==> src/rtl/l2_flush_seq_pkg.sv <==
`default_nettype none
// ============================================================================
//  Module      : l2_flush_seq_pkg
//  Description : Shared types for the Spandex L2 flush/invalidate walker:
//                walker state encoding and line-state bit positions used to
//                interpret the tag/state array lookup response.
//  Revision    : 1.0  initial release
// ============================================================================
package l2_flush_seq_pkg;

    // Walker states, explicit 3-bit encoding
    typedef enum logic [2:0] {
        ST_IDLE  = 3'd0,
        ST_START = 3'd1,
        ST_RD    = 3'd2,
        ST_WAIT  = 3'd3,
        ST_EVICT = 3'd4,
        ST_INVAL = 3'd5,
        ST_ADV   = 3'd6,
        ST_DRAIN = 3'd7
    } l2_flush_state_t;

    // Bit positions inside a packed line-state word {dirty, valid}
    localparam int c_line_vld_bit   = 0;
    localparam int c_line_dirty_bit = 1;
    localparam int c_line_state_w   = 2;

    // A line needs a writeback only when it is both valid and dirty
    function automatic logic line_needs_wb(input logic [c_line_state_w-1:0] line);
        return line[c_line_vld_bit] & line[c_line_dirty_bit];
    endfunction

endpackage : l2_flush_seq_pkg
`default_nettype wire

==> src/rtl/l2_flush_seq.sv <==
`default_nettype none
// ============================================================================
//  Module      : l2_flush_seq
//  Description : Flush/invalidate walker for the Spandex L2. Walks every
//                (set, way), writes back dirty lines through the eviction
//                path and optionally invalidates valid lines. The set/way/
//                ongoing counters live in the L2 status-register block; this
//                block only reads them back and emits one-cycle set/clr/incr
//                pulses.
//  Ports       : clk, rst (async, active-high)
//                flush_req_*      : flush request handshake (+inval option)
//                flush_hold       : stall for new line reads
//                flush_set/way    : counter read-back, mshr_cnt free MSHRs
//                *_ongoing_flush, *_flush_set, *_flush_way : register pulses
//                rd_req_*/rd_rsp_*: tag/state array lookup
//                evict_*          : writeback request (valid/ready)
//                inv_wr_en        : invalidate write at rd_set/rd_way
//                flush_done       : completion pulse
//  Revision    : 1.0  initial release
// ============================================================================
module l2_flush_seq
    import l2_flush_seq_pkg::*;
#(
    parameter int L2_SETS  = 256,
    parameter int L2_WAYS  = 8,
    parameter int SET_BITS = 8,
    parameter int WAY_BITS = 3,
    parameter int N_MSHR   = 4,
    parameter int MSHR_BP1 = 3
) (
    input  logic                clk,
    input  logic                rst,
    input  logic                flush_req_valid,
    input  logic                flush_req_inval,
    output logic                flush_req_ready,
    input  logic                flush_hold,
    input  logic [SET_BITS:0]   flush_set,
    input  logic [WAY_BITS:0]   flush_way,
    input  logic [MSHR_BP1-1:0] mshr_cnt,
    output logic                set_ongoing_flush,
    output logic                clr_ongoing_flush,
    output logic                incr_flush_set,
    output logic                clr_flush_set,
    output logic                incr_flush_way,
    output logic                clr_flush_way,
    output logic                rd_req_valid,
    output logic [SET_BITS-1:0] rd_set,
    output logic [WAY_BITS-1:0] rd_way,
    input  logic                rd_rsp_valid,
    input  logic                rd_rsp_vld,
    input  logic                rd_rsp_dirty,
    output logic                evict_valid,
    input  logic                evict_ready,
    output logic [SET_BITS-1:0] evict_set,
    output logic [WAY_BITS-1:0] evict_way,
    output logic                inv_wr_en,
    output logic                flush_done
);

    localparam logic [SET_BITS:0]   c_last_set  = (SET_BITS+1)'(L2_SETS - 1);
    localparam logic [WAY_BITS:0]   c_last_way  = (WAY_BITS+1)'(L2_WAYS - 1);
    localparam logic [MSHR_BP1-1:0] c_mshr_full = MSHR_BP1'(N_MSHR);

    l2_flush_state_t            r_state;
    l2_flush_state_t            w_next;
    logic                       r_inval;
    logic                       r_evict_held;
    logic [SET_BITS-1:0]        r_evict_set;
    logic [WAY_BITS-1:0]        r_evict_way;
    logic [c_line_state_w-1:0]  w_rsp_line;

    always_comb begin
        w_rsp_line                   = '0;
        w_rsp_line[c_line_vld_bit]   = rd_rsp_vld;
        w_rsp_line[c_line_dirty_bit] = rd_rsp_dirty;
    end

    // Lookup index is simply the low bits of the register-block counters;
    // the MSB only exists so the final increment can run past the last set.
    assign rd_set    = flush_set[SET_BITS-1:0];
    assign rd_way    = flush_way[WAY_BITS-1:0];
    assign evict_set = r_evict_set;
    assign evict_way = r_evict_way;

    always_ff @(posedge clk or posedge rst) begin
        if (rst) begin
            r_state      <= ST_IDLE;
            r_inval      <= 1'b0;
            r_evict_held <= 1'b0;
            r_evict_set  <= '0;
            r_evict_way  <= '0;
        end else begin
            r_state <= w_next;
            if (r_state == ST_IDLE && flush_req_valid) begin
                r_inval <= flush_req_inval;
            end
            // Capture the lookup index so the eviction address is stable
            // for the whole handshake regardless of counter activity.
            if (r_state == ST_RD && !flush_hold) begin
                r_evict_set <= flush_set[SET_BITS-1:0];
                r_evict_way <= flush_way[WAY_BITS-1:0];
            end
            // Once offered, the eviction stays valid even if MSHRs vanish.
            r_evict_held <= (r_state == ST_EVICT) && evict_valid && !evict_ready;
        end
    end

    always_comb begin
        w_next            = r_state;
        flush_req_ready   = 1'b0;
        set_ongoing_flush = 1'b0;
        clr_ongoing_flush = 1'b0;
        incr_flush_set    = 1'b0;
        clr_flush_set     = 1'b0;
        incr_flush_way    = 1'b0;
        clr_flush_way     = 1'b0;
        rd_req_valid      = 1'b0;
        evict_valid       = 1'b0;
        inv_wr_en         = 1'b0;
        flush_done        = 1'b0;

        unique case (r_state)
            ST_IDLE: begin
                flush_req_ready = 1'b1;
                if (flush_req_valid) begin
                    set_ongoing_flush = 1'b1;
                    clr_flush_set     = 1'b1;
                    clr_flush_way     = 1'b1;
                    w_next            = ST_START;
                end
            end
            // Counters were cleared at the previous edge; give them a cycle
            // before the first lookup samples them.
            ST_START: w_next = ST_RD;
            ST_RD: begin
                if (!flush_hold) begin
                    rd_req_valid = 1'b1;
                    w_next       = ST_WAIT;
                end
            end
            ST_WAIT: begin
                if (rd_rsp_valid) begin
                    if (line_needs_wb(w_rsp_line)) begin
                        w_next = ST_EVICT;
                    end else if (w_rsp_line[c_line_vld_bit] && r_inval) begin
                        w_next = ST_INVAL;
                    end else begin
                        w_next = ST_ADV;
                    end
                end
            end
            ST_EVICT: begin
                evict_valid = r_evict_held || (mshr_cnt != '0);
                if (evict_valid && evict_ready) begin
                    w_next = r_inval ? ST_INVAL : ST_ADV;
                end
            end
            ST_INVAL: begin
                inv_wr_en = 1'b1;
                w_next    = ST_ADV;
            end
            ST_ADV: begin
                if (flush_way == c_last_way) begin
                    clr_flush_way  = 1'b1;
                    incr_flush_set = 1'b1;
                    w_next         = (flush_set == c_last_set) ? ST_DRAIN : ST_RD;
                end else begin
                    incr_flush_way = 1'b1;
                    w_next         = ST_RD;
                end
            end
            ST_DRAIN: begin
                if (mshr_cnt == c_mshr_full) begin
                    clr_ongoing_flush = 1'b1;
                    clr_flush_set     = 1'b1;
                    flush_done        = 1'b1;
                    w_next            = ST_IDLE;
                end
            end
            default: w_next = ST_IDLE;
        endcase
    end

endmodule : l2_flush_seq
`default_nettype wire

==> config.mk <==
export PLATFORM = sky130hd
export DESIGN_NAME = l2_flush_seq
export DESIGN_NICKNAME = d
export VERILOG_FILES = /design/src/rtl/l2_flush_seq_pkg.sv /design/src/rtl/l2_flush_seq.sv
export SDC_FILE = /design/constraint.sdc
export NUM_CORES = 1
export LEC_CHECK = 0
export CORE_ASPECT_RATIO = 0.7
export CORE_MARGIN = 5
export CORE_UTILIZATION = 31
export DETAILED_ROUTE_END_ITERATION = 8
export PLACE_DENSITY = 0.69
export SETUP_SLACK_MARGIN = 0.1
export SLEW_MARGIN = 20
export SYNTH_ARGS = -nofsm -noshare
export SYNTH_HDL_FRONTEND = slang
export SYNTH_SLANG_ARGS = --single-unit
==> constraint.sdc <==
create_clock -name clk -period 2 [get_ports clk]
set_clock_uncertainty 0.1 [all_clocks]
set_input_delay 0.5 -clock clk [delete_from_list [all_inputs] [get_ports clk]]
set_output_delay 0.5 -clock clk [all_outputs]
set_load 0.01 [all_outputs]
==> results_dict.tcl <==
set metrics [dict create \
    netlist_area_um2 967 \
    endpoint_kind "output port" \
    finalHoldViolations 0 \
    ys_types 31 \
    routedWlPerCell_um 16.0 \
    critPathLaunchType "register" \
    seq_area_frac_synth 0.414 \
    cts_buffers 3 \
    r2r-start "r_state[0]$_DFFE_PP0P_" \
    layout_min_cycle_time_ps 2000 \
    diodes 0 \
    dpl_cell_area_um2 1650 \
    synth_top_area_cell "dfrtp_1" \
    p_per_area_nw_per_um2 1200 \
    crit_end "clr_flush_way" \
    drv_cap 0 \
    final_nets 206 \
    cp.required_ps 1400 \
    syn_inst 96 \
    antenna_found_initial 0 \
    status "finished clean" \
    power.leakage_nw 0.914 \
    design_area_um2 1950 \
    clock_path_buffers 2 \
    detail_route.iter0.violations 15 \
    hold_class "register to register" \
    postCtsHoldBufs 0 \
    worstMarginPinSlew_ps 630 \
    htreeDepth 1 \
    fin_crit_sh 0.998 \
    dieWidth_um 76.8 \
    die_area_um2 4350 \
    ir_drop_mv 0.535 \
    drive_gt1_frac 0.544 \
    tritoncts "yes" \
    critPathArrivalTime_ps 1400 \
    reg2reg_slack_ps 120 \
    synth_fp_nets 121 \
    r2r_cells 6 \
    grt_pass1_wl_um 5350 \
    via_count 1064 \
    grt_pass1_vias 1177 \
    drt-vias-per-instance 4.88 \
    synth_top_area_share 0.414 \
    finalSetupViolCount 0 \
    grt_max_degree 17 \
    overflow 0 \
    place.gp.congestion 0.836 \
    max-slew-margin-rel 0.580 \
    port_buffers 57 \
    synth.ff_latch_count 16 \
    clockRootBuffer "clkbuf_8" \
    grt_util_all_layers 0.155 \
    drc_errors 0 \
    path_clk_slew_ps 60 \
    ys_warn_count 0 \
    drt-pass1-iter-count 4 \
    die_h_um 56.7 \
    min-delay-start "evict_way[0]$_DFFE_PP0P_" \
    timing.fmax_mhz 501 \
    critPathKind "register to output port" \
    clock_sinks 16 \
    maxSlewViolCount 0 \
    pin_count 58 \
    cp_max_fo 3 \
    syn_to_final_growth_pct 102 \
    routed_wl_um 3480 \
    syn_area_per_cell_um2 10.1 \
    coreArea_um2 3080 \
    clkLatencyLatePin_ps 250 \
    timing.rr.end "r_state[0]$_DFFE_PP0P_" \
    synth_area_leaders "dfrtp_1 (41%), mux2_2 (14%), buf_4 (11%)" \
    std_cell_rows 17 \
    holdWs_ps 406 \
    start_util 0.314 \
    detailed_place_hpwl_um 2460 \
    setup.worst_path.start "r_state[1]$_DFFE_PP0P_" \
    drtAntennaViolNets 0 \
    rsz0062_at_grt "yes" \
]
metal layers:
metal | up-vias | wire [um] | track usage
li1 | 498 | - | -
met1 | 514 | 1310 | 0.161
met2 | 40 | 1850 | 0.279
met3 | 12 | 207 | 0.0513
met4 | 0 | 114 | 0.0773
met5 | - | 0 | 0
critical path, cell delays in order (launching register included):
cell and delay, ps:
dfrtp_2 430, buf_6 130, buf_6 110, nand2_4 80
nor3_4 50, or2_4 230, buf_6 120
Yosys cell counts:
cell type and instances:
dfrtp_1 16, buf_4 14, mux2_2 12, inv_1 6, nand2_1 5, nor2_1 5, nand3_1 4, a21oi_1 3
nor3_1 3, nor4_1 3, clkbuf_1 2, nor3b_1 2, o31ai_1 2, or2_2 2, a311oi_1 1, a41o_1 1
and3_1 1, buf_2 1, nand2b_1 1, nand4_1 1, nand4b_1 1, nor2b_1 1, nor2b_4 1, nor3_2 1
nor4b_2 1, o2111a_1 1, o211ai_1 1, o21ai_0 1, o32a_1 1, or2_1 1, or3b_4 1
stage by stage:
stage	setup TNS, ps	setup WS (ps)	power [W]	utilization	cells
after CTS	-0.184	-0.184	0.00222	0.594	214
final	0	3.14	0.00234	0.632	218
after detailed placement	-9080	-720	0.00173	0.536	198
after global routing	-30.0	-20.5	0.00247	0.632	218
after floorplan	0	120	0.00114	-	96
after global placement	-8550	-682	0.00168	0.536	198
layout make-up:
cell class              count  area (um^2)
multi-input cells          57          562
fillers                   253         1130
repair buffers             97          860
clock buffers               4         55.1
well taps                  38         47.5
flip-flops and latches     16          404
inverters                   6         22.5
state kept, by name, indices dropped and copies added, names as in the netlist:
name,cells
evict_set,8
evict_way,3
r_state,3
r_evict_held,1
r_inval,1
placed cells by master (no fill, tap or decap), drive strengths merged:
master / count
nand3: 4
buf: 53
nand2b: 1
nand2: 5
clkdlybuf4s15: 7
nor4: 3
nand4: 1
inv: 6
nor3: 4
o2111a: 1
nor2: 5
o211ai: 1
nor4b: 1
o32a: 1
dlygate4sd2: 9
and3: 1
or2: 3
dfrtp: 16
clkbuf: 4
or3b: 1
o21ai: 1
nor3b: 2
a41o: 1
o31ai: 2
nor2b: 2
clkdlybuf4s50: 25
a21oi: 3
nand4b: 1
a311oi: 1
mux2: 12
dlymetal6s2s: 3
kinds of logic (layout without fill, tap and decap cells):
kind of cell | after synthesis | after routing | synth area share
AO/OA/AOI/OAI | 11 | 11 | 0.0854
buffers and inverters | 23 | 107 | 0.145
flip-flops | 16 | 16 | 0.414
multiplexers | 12 | 12 | 0.140
AND/OR/NAND/NOR | 34 | 34 | 0.216
worst min-delay path by stage:
| stage | slack [ps] | depth (start not counted) | endpoint |
|---|---|---|---|
| 3_5_place_dp | 400 | 1 | evict_way[0]$_DFFE_PP0P_ |
| 2_1_floorplan | 310 | 1 | evict_set[0]$_DFFE_PP0P_ |
| 5_1_grt | 430 | 1 | evict_way[0]$_DFFE_PP0P_ |
| 6_report | 410 | 1 | evict_way[0]$_DFFE_PP0P_ |
| 3_3_place_gp | 390 | 1 | evict_way[0]$_DFFE_PP0P_ |
| 4_1_cts | 410 | 1 | evict_way[0]$_DFFE_PP0P_ |
where the power goes:
part	internal (W)	switching (W)	total (W)
sequential	0.000485	0.000102	0.000587
combinational	0.000848	0.000618	0.00147
clock	0.000175	0.000109	0.000284
total	0.00151	0.000829	0.00234
what timing repair did:
| action | 4_1_cts | 5_1_grt |
|---|---|---|
| buffers inserted | 15 | 4 |
| pin swaps | 15 | 14 |
| gates cloned | 0 | 0 |
| setup endpoints to repair | 25 | 15 |
| resized for setup | 99 | 22 |
Power figures use the tool's default switching activity.
